`src/rtl/pc_fetch_sequencer.sv`:
```
// ---------------------------------------------------------------------------
// pc_fetch_sequencer
//
// Program-counter and fetch-sequencing stage in front of the control unit.
// Holds the word-addressed PC and chooses the next PC from the control
// unit's jump/branch decode and the ALU Zero flag. A three-state sequencer
// (RUN / WAIT_IN / HALTED) stops the machine on Halt and stalls on In
// instructions until the operator presses the confirm button.
//
// Ports:
//   clock          system clock, rising edge
//   reset          asynchronous, active-high reset
//   ControlJump    J/JAL taken (beats any branch)
//   BEQ, BNE       branch-if-equal / branch-if-not-equal instruction
//   Halt           halt instruction (beats everything else)
//   In             input instruction (stalls until confirm)
//   Zero           ALU operands equal
//   BranchOffset   signed branch immediate, relative to PC+1
//   JumpAddr       jump field; only the low ADDR_W bits are used
//   InputButton    raw asynchronous operator button, active-high
//   PC             current instruction address
//   PCPlus1        PC+1 (combinational), also the JAL link value
//   Commit         current instruction may write registers/memory
//   WaitingInput   sequencer is stalled waiting for the operator
//   Halted         sequencer is halted; only reset leaves this state
// ---------------------------------------------------------------------------
module pc_fetch_sequencer #(
    parameter int ADDR_W   = 10,
    parameter int RESET_PC = 0,
    parameter int OFF_W    = 16,
    parameter int JADDR_W  = 26
) (
    input  logic               clock,
    input  logic               reset,
    input  logic               ControlJump,
    input  logic               BEQ,
    input  logic               BNE,
    input  logic               Halt,
    input  logic               In,
    input  logic               Zero,
    input  logic [OFF_W-1:0]   BranchOffset,
    input  logic [JADDR_W-1:0] JumpAddr,
    input  logic               InputButton,
    output logic [ADDR_W-1:0]  PC,
    output logic [ADDR_W-1:0]  PCPlus1,
    output logic               Commit,
    output logic               WaitingInput,
    output logic               Halted
);

    typedef enum logic [1:0] {
        RUN     = 2'd0,
        WAIT_IN = 2'd1,
        HALTED  = 2'd2
    } seqState_t;

    // Branch arithmetic is done in the wider of the two widths so a short
    // offset is still sign-extended correctly before truncation to ADDR_W.
    localparam int EXT_W = (ADDR_W > OFF_W) ? ADDR_W : OFF_W;

    seqState_t         state;
    seqState_t         stateNext;
    logic [ADDR_W-1:0] pcNext;

    logic              sync1;
    logic              sync2;
    logic              sync3;
    logic              confirm;

    logic [EXT_W-1:0]  branchSum;
    logic [ADDR_W-1:0] branchTarget;
    logic [ADDR_W-1:0] jumpTarget;
    logic              branchTaken;
    logic              unusedBits;

    // ------------------------------------------------------------------
    // Next-PC arithmetic
    // ------------------------------------------------------------------
    assign PCPlus1      = PC + ADDR_W'(1);
    assign branchSum    = EXT_W'(PCPlus1) + EXT_W'($signed(BranchOffset));
    assign branchTarget = branchSum[ADDR_W-1:0];
    assign jumpTarget   = JumpAddr[ADDR_W-1:0];
    assign branchTaken  = (BEQ & Zero) | (BNE & ~Zero);

    // Upper jump-field bits and the carry-out of the branch add are
    // intentionally discarded (targets wrap within the address space).
    assign unusedBits   = ^{JumpAddr, branchSum};

    // ------------------------------------------------------------------
    // Button synchroniser and rising-edge detect. confirm is derived only
    // from flopped copies, so InputButton never reaches an output
    // combinationally.
    // ------------------------------------------------------------------
    // NOTE: every clocked process uses non-blocking (<=) assignments so
    // the three flops shift one stage per edge instead of collapsing into
    // a single flop as blocking assignments would.
    always_ff @(posedge clock or posedge reset) begin
        if (reset) begin
            sync1 <= 1'b0;
            sync2 <= 1'b0;
            sync3 <= 1'b0;
        end else begin
            sync1 <= InputButton;
            sync2 <= sync1;
            sync3 <= sync2;
        end
    end

    assign confirm = sync2 & ~sync3;

    // ------------------------------------------------------------------
    // Sequencer state and PC registers
    // ------------------------------------------------------------------
    always_ff @(posedge clock or posedge reset) begin
        if (reset) begin
            state <= RUN;
            PC    <= ADDR_W'(RESET_PC);
        end else begin
            state <= stateNext;
            PC    <= pcNext;
        end
    end

    // ------------------------------------------------------------------
    // Next-state / next-PC / Commit decode
    // ------------------------------------------------------------------
    // NOTE: all outputs of this block get a default before the case so no
    // path leaves one unassigned, which would otherwise infer a latch.
    always_comb begin
        stateNext = state;
        pcNext    = PC;
        Commit    = 1'b0;

        case (state)
            RUN: begin
                // Halt outranks In; both stall the PC and suppress Commit.
                // A confirm pulse arriving here is simply not looked at.
                if (Halt) begin
                    stateNext = HALTED;
                end else if (In) begin
                    stateNext = WAIT_IN;
                end else begin
                    Commit = 1'b1;
                    if (ControlJump) begin
                        pcNext = jumpTarget;
                    end else if (branchTaken) begin
                        pcNext = branchTarget;
                    end else begin
                        pcNext = PCPlus1;
                    end
                end
            end

            WAIT_IN: begin
                // The confirm cycle is the one cycle in which the In
                // instruction writes the operator's value.
                if (confirm) begin
                    Commit    = 1'b1;
                    pcNext    = PCPlus1;
                    stateNext = RUN;
                end
            end

            HALTED: begin
                stateNext = HALTED;
            end

            default: begin
                stateNext = RUN;
            end
        endcase
    end

    assign WaitingInput = (state == WAIT_IN);
    assign Halted       = (state == HALTED);

endmodule

```
`config.mk`:
```
export PLATFORM = sky130hd
export DESIGN_NAME = pc_fetch_sequencer
export DESIGN_NICKNAME = d
export VERILOG_FILES = /design/src/rtl/pc_fetch_sequencer.sv
export SDC_FILE = /design/constraint.sdc
export NUM_CORES = 1
export LEC_CHECK = 0
export ABC_AREA = 1
export CAP_MARGIN = 40
export CORE_MARGIN = 2
export CORE_UTILIZATION = 36
export DETAILED_ROUTE_END_ITERATION = 16
export PLACE_DENSITY_LB_ADDON = 0.25
export RECOVER_POWER = 100
export SYNTH_ARGS = -nofsm -noshare
export SYNTH_HDL_FRONTEND = slang
export SYNTH_SLANG_ARGS = --single-unit
```
`constraint.sdc`:
```
create_clock -name clock -period 2.3 [get_ports clock]
set_clock_uncertainty 0.15 [all_clocks]
set_input_delay 0.69 -clock clock [delete_from_list [all_inputs] [get_ports clock]]
set_output_delay 0.69 -clock clock [all_outputs]
set_load 0.03 [all_outputs]
```
==> key figures, run 1 <==
Pwr
  • Seq pwr share: 0.106
  • Clock power frac: 0.052
  • PD cells: 1460 nW/um^2
  • Power Internal: approximately 2200 uW
  • Combinational cell fraction of total power: 0.842
  • Leakage power: about 0.0014 uW
  • Peak supply drop: between 1000 and 1500 uV
  • Total design power: 4290 uW
  • Net Sw Power: 2060 uW
  • Switch share: 0.481

STA
  • Final setup viols: 13
  • Unrepaired setup endpoints after global routing: true
  • Worst-margin pin slew: 0.590 ns
  • Final Cycle Share: 1.11
  • FMAX: 390 MHz
  • Final Max Tran Viols: 0
  • Endpoints failing hold: 0
  • WHS: between 0.2 and 0.25 ns
  • Final min period: about 2.6 ns
  • Slew headroom: 0.606
  • Fin worst setup slack: -0.263 ns

Critical path
  • Worst setup EP type: primary output
  • R2r setup slk: -0.20 ns
  • Worst path bufs/invs: 4
  • Critical-path top delay cell: dfrtp_2
  • CP top delay family: flip-flops
  • CP required: roughly 1.5 ns
  • Slowest cell delay on critical path: approximately 0.41 ns
  • Worst path most repeated cell: buf_6
  • Crit path DAT: between 1.5 and 2 ns
  • Crit Path Category: flop to primary output
  • Crit path max fanout: 3
  • Critical path cell sequence: ha_4, nand3_4, inv_2, nand4_1, o21bai_1, nand2_2, inv_4, buf_6, buf_6
  • Crit start category: flop

Die
  • I/O pin cnt: 74
  • Core Region: just under 4000 sq um
  • Starting Density: 0.370
  • Die Footprint: roughly 4600 sq um
  • Die Width: slightly below 70 microns
  • Die H: just under 70 microns
  • Core Rows: 23

Synthesis
  • XOR/XNOR share of the synthesized area: 0.0528
  • Compound-Gate Fraction of Synth Area: 0.172
  • #FFs+latches synth: 15
  • Adder and majority cell fraction of the synthesized area: 0.0988
  • Post-synth ARST share: 1.00
  • Top-area cell type share of the netlist area: 0.256
  • Gate Count Post-Synth: roughly 230
  • Synth Area in Simple Gates: 0.309
  • Top-count cell post-synth: nand2_1
  • Mux share of post-synthesis cell area: 0
  • Ys Warns: 0
  • Post-synth cell types: 28
  • Top FF cell, synth: dfrtp_1
  • Syn_nets: between 200 and 300
  • Average cell area after synthesis: around 6.4 sq um
  • Post-synth EDFFs: 0
  • Register area share after synthesis: 0.256
  • Post-synth top area cell: dfrtp_1
  • Synth top area cells: dfrtp_1, nand2_1, inv_1
  • Post-Synthesis Cell Area: around 1500 sq um
  • Synth cell count leaders: nand2_1, inv_1, a21oi_1
  • Largest family of logic cells by synthesized area: simple AND/OR/NAND/NOR gates

Route
  • Drt pass-1 iters: 4
  • DR vias: 1940
  • Drt initial violations: ~100
  • Final ANT Viol Nets: 0
  • DR vias/cell: between 4 and 5
  • Final Routed Wirelength: 5040 microns
  • WL/cell: 12.7 microns
  • DR DRC count: 0

Global routing
  • First-pass GRT wire length: approximately 8000 microns
  • Gr usage total: 0.221
  • Largest net degree at the start of global routing: 16
  • GRT overflow: 0
  • Initial antenna violation count: 0
  • Vias in the first global route: about 1800

Placement
  • Port bufs: just over 50
  • Routability Congestion: around 0.85
  • DP Wirelength: 3480 microns
  • Placed Area: approximately 2500 sq um

Layout
  • Diode count: 0
  • Final instance area: between 2000 and 3000 sq um
  • Fraction of layout cells with a size suffix above 1: 0.441
  • Area Growth Syn to Fin: 99.6%
  • Final #Nets: 410

Clocking
  • CTS tree: yes
  • CTS clk-pin slew, worst paths: about 0.070 ns
  • Htree depth: 1
  • Clk buf depth: 2
  • CTS root buffer: clkbuf_8
  • TritonCTS Buffers: 3
  • Clock tree sinks: 15
  • Skew-Pair Late Insertion Delay: 0.25 ns

Status
  • Failing checks: setup timing
  • Run status: complete, but fails checks

Hold path
  • Worst Hold Class: flop to flop

Job
  • Max-cap viol count: 0
## what timing repair did
item,4_1_cts,5_1_grt
hold buffers,0,0
gates cloned,0,0
buffers inserted,15,4
setup endpoints to repair,20,22
endpoints found under the hold margin,0,0
pin swaps,33,25
resized for setup,59,39
## stage by stage
step / utilization / cells / setup TNS [ns] / setup WS [ns]
after floorplan: - / 228 / -0.654 / -0.225
after global routing: 0.738 / 397 / -2.70 / -0.334
after CTS: 0.701 / 393 / -1.02 / -0.212
after global placement: 0.635 / 376 / -3.64 / -0.765
after detailed placement: 0.635 / 376 / -3.78 / -0.765
final: 0.738 / 397 / -1.31 / -0.263
## power groups by stage
stage | Combinational, uW | Sequential (uW) | Clock, uW
after floorplan | 1500 | 681 | 0
after global placement | 2930 | 455 | 0
after detailed placement | 2970 | 457 | 0
after CTS | 3310 | 452 | 223
after global routing | 3900 | 465 | 240
final | 3610 | 455 | 221
## path summary, 6_finish.rpt
check                       from         end  cells after the start
setup / recovery           PC[0]  PCPlus1[8]                      9
hold / removal             sync1       sync2                      0
max in group asynchronous  reset       PC[4]                      2
setup reg to reg           PC[0]       PC[9]                     18
hold reg to reg            sync1       sync2                      0
min in group asynchronous  reset       sync1                      2
## layer usage
layer | track usage | wire, microns
met4 | 0.0525 | 38
met3 | 0.0313 | 257
met2 | 0.395 | 2570
met1 | 0.281 | 2170
met5 | 0 | 0
## sequential cells by signal, indices dropped and copies added, names as in the netlist
name / count
state: 2
PC: 10
sync2: 1
sync1: 1
sync3: 1
## layout make-up
type / instances / area (sq um)
well taps: 50 / 62.6
multi-input cells: 170 / 1240
repair buffers: 118 / 1050
inverters: 40 / 156
clock buffers: 3 / 41.3
flip-flops and latches: 15 / 382
clock inverters: 1 / 7.51
fillers: 298 / 1040
## cells in the final DEF, fill, tap and decap left out, drive strengths merged
| master | n |
|---|---|
| a21oi | 23 |
| buf | 78 |
| clkbuf | 5 |
| clkdlybuf4s15 | 1 |
| clkdlybuf4s50 | 26 |
| clkinv | 1 |
| clkinvlp | 1 |
| dfrtp | 15 |
| dlygate4sd2 | 6 |
| dlygate4sd3 | 2 |
| dlymetal6s2s | 3 |
| fa | 1 |
| ha | 10 |
| inv | 39 |
| nand2 | 70 |
| nand3 | 18 |
| nand4 | 5 |
| nor2 | 12 |
| nor3 | 1 |
| o211ai | 3 |
| o21ai | 13 |
| o21bai | 3 |
| o22ai | 2 |
| o31ai | 1 |
| xnor2 | 1 |
| xor2 | 7 |
## cell families after synthesis
kind of cell,count (synthesis)
AOI/OAI and AO/OA,45
xor gates and xnor gates,8
adders and majority gates,11
buffers and inverters,43
DFF,15
and+or+nand+nor,106
No activity file was read; power rests on OpenSTA's default activity.
==> inputs of run 2 (changes only) <==
--- a/config.mk
+++ b/config.mk
@@ -8,10 +8,12 @@
 export ABC_AREA = 1
 export CAP_MARGIN = 40
 export CORE_MARGIN = 2
-export CORE_UTILIZATION = 36
+export CORE_UTILIZATION = 37
+export CTS_BUF_LIST = sky130_fd_sc_hd__clkbuf_8
 export DETAILED_ROUTE_END_ITERATION = 16
 export PLACE_DENSITY_LB_ADDON = 0.25
 export RECOVER_POWER = 100
+export REMOVE_ABC_BUFFERS = 1
 export SYNTH_ARGS = -nofsm -noshare
 export SYNTH_HDL_FRONTEND = slang
 export SYNTH_SLANG_ARGS = --single-unit
==> run 2 against run 1 <==
- the run still ends with setup timing left
- flip-flop and latch count stayed put
- sequential power is 2% higher
- clock-buffer cell count stayed put
- global-route usage is 0.40 points lower
- die area is 2.5% lower
- combinational power is 2% higher
- cell count is 2.8% lower
- non-clock buffer count is 9 lower
- register-to-register slack worse by 0.09 ns
- setup slack worse by 0.027 ns
- power is 1.5% higher
- highest routed layer unchanged
==> key figures, run 2 (synthesis gave the netlist of run 1 again) <==
Status
  • Run status: complete, but fails checks
  • Failing checks: setup timing

Route
  • DR vias/cell: slightly below 5
  • Final ANT Viol Nets: 0
  • WL/cell: between 10 and 15 microns
  • Drt pass-1 iters: 4
  • DR DRC count: 0
  • Drt initial violations: 123
  • Final Routed Wirelength: roughly 5000 microns
  • DR vias: between 1500 and 2000

Layout
  • Diode count: 0
  • Largest register by flop count: PC
  • Commonest non-fill, non-tap cell in the layout: nand2_1
  • Most frequent cells in the layout: nand2_1, buf_4, inv_1, clkdlybuf4s50_1, buf_6
  • Final instance area: 2830 sq um
  • Area Growth Syn to Fin: 92.9%
  • Biggest registers after layout: PC: 10 flops, state: 2 flops
  • Fraction of layout cells with a size suffix above 1: 0.405
  • Largest register FFs: 10
  • Final #Nets: about 400

Die
  • Die Width: approximately 67 microns
  • I/O pin cnt: 74
  • Core Region: 3740 sq um
  • Core Rows: 22
  • Starting Density: 0.392
  • Die H: ~67 microns
  • Die Footprint: 4490 sq um

Clocking
  • CTS tree: yes
  • CTS clk-pin slew, worst paths: around 0.060 ns
  • TritonCTS Buffers: 3
  • Htree depth: 1
  • CTS root buffer: clkbuf_8
  • Clock tree sinks: 15
  • Clk buf depth: 2
  • Hold_buf cts: 0
  • Skew-Pair Late Insertion Delay: 0.25 ns

Global routing
  • Largest net degree at the start of global routing: 16
  • First-pass GRT wire length: between 7000 and 8000 microns
  • Gr usage total: 0.217
  • Vias in the first global route: roughly 1700
  • Initial antenna violation count: 0
  • GRT overflow: 0

STA
  • Final Cycle Share: 1.13
  • Final setup viols: 15
  • Worst-margin pin slew: 0.571 ns
  • Fin worst setup slack: -0.290 ns
  • Unrepaired setup endpoints after global routing: true
  • Endpoints failing hold: 0
  • Final Max Tran Viols: 0
  • FMAX: roughly 390 MHz
  • Fin Setup TNS: -1.55 ns
  • Final min period: roughly 2.6 ns
  • Slew headroom: 0.619
  • WHS: about 0.19 ns

Critical path
  • Crit path max fanout: 4
  • Crit Path Category: flop to flop
  • Worst r2r dst: PC[9]
  • R2r setup slk: -0.29 ns
  • CP required: between 2 and 2.5 ns
  • Worst path most repeated cell: nand2_1
  • Critical-path top delay cell: dfrtp_1
  • Crit start category: flop
  • CP top delay family: simple AND/OR/NAND/NOR gates
  • Crit path DAT: around 2.6 ns
  • Reg2reg start: PC[0]
  • Worst reg2reg path depth: 19
  • Critical path cell sequence: ha_4, nand3_4, inv_2, nand4_1, buf_4, nand2_4, inv_4, ha_4, nand2_1, nor2_4, nand2_1, nand3_1, nand2_1, nand3_1, nand2_1, nand3_2, nand2_1, nand2_1, nand2_1
  • Worst setup EP type: flop
  • Crit path depth: 19
  • Worst path bufs/invs: 3
  • Slowest cell delay on critical path: around 0.4 ns

Pwr
  • PD cells: about 1500 nW/um^2
  • Leakage power: about 0.0014 uW
  • Total design power: around 4400 uW
  • Peak supply drop: between 1000 and 1500 uV

Placement
  • Pre-CTS setup slack: -0.488 ns
  • Port bufs: slightly above 50
  • DP Wirelength: roughly 3400 microns
  • Placed Area: approximately 2400 sq um
  • Routability Congestion: 0.809

Hold path
  • Hold EP: sync2
  • Hold Startpoint: sync1
  • Hold Crit Depth: 0
  • Worst Hold Class: flop to flop

Job
  • Max-cap viol count: 0
run 2: changes by cell type in the layout (fill, tap and decap cells not counted), moves of 2 or more:
cell	change
nand2_1	+5
nand2_2	-7
dlymetal6s2s_1	-3
nand2_4	+2
inv_2	+2
buf_4	-8
dfrtp_1	+4
dfrtp_2	-4
clkbuf_1	+3
run 2: worst register-to-register path, stage by stage, from the launching register on:
cell and delay, ns:
dfrtp_1 0.40, ha_4 0.18, nand3_4 0.10, inv_2 0.08, nand4_1 0.10, buf_4 0.16
nand2_4 0.08, inv_4 0.05, ha_4 0.27, nand2_1 0.11, nor2_4 0.12, nand2_1 0.10
nand3_1 0.10, nand2_1 0.08, nand3_1 0.09, nand2_1 0.07, nand3_2 0.07, nand2_1 0.05
nand2_1 0.07, nand2_1 0.05
run 2: area by class of cell:
class / instances / area [sq um]
Timing Repair Buffer: 109 / 953
Fill cell: 278 / 910
Tap cell: 48 / 60.1
Sequential cell: 15 / 377
Clock inverter: 1 / 3.75
Inverter: 40 / 156
Clock buffer: 3 / 41.3
Multi-Input combinational cell: 170 / 1240
run 2: worst max-delay path by stage:
stage / startpoint / endpoint / slack, ns
floorplan: PC[0] / PC[5] / -0.66
global placement: BranchOffset[0] / PC[6] / -0.48
detailed placement: BranchOffset[0] / PC[6] / -0.49
CTS: PC[1] / PCPlus1[8] / -0.19
global route: PC[0] / PC[9] / -0.46
finish: PC[0] / PC[9] / -0.29
run 2: through the flow:
| step | cells | utilization |
|---|---|---|
| after floorplan | 225 | - |
| after global placement | 373 | 0.632 |
| after detailed placement | 373 | 0.632 |
| after CTS | 382 | 0.719 |
| after global routing | 386 | 0.757 |
| final | 386 | 0.757 |
run 2: timing repair:
action,4_1_cts,5_1_grt
pin swaps,22,19
gates resized for setup,81,36
buffers inserted,5,6
endpoints found under the setup margin,16,19
run 2: routing by layer:
metal / wire length (microns) / GRT usage
met1: 2070 / 0.286
met2: 2510 / 0.373
met3: 319 / 0.0389
met4: 97 / 0.0357
met5: 0 / 0
run 2: where the power goes:
group / total [uW] / leakage, uW / internal (uW) / switching [uW]
Clock: 205 / 0.0000269 / 118 / 86.9
Sequential: 466 / 0.000179 / 362 / 104
Combinational: 3680 / 0.00117 / 1760 / 1930
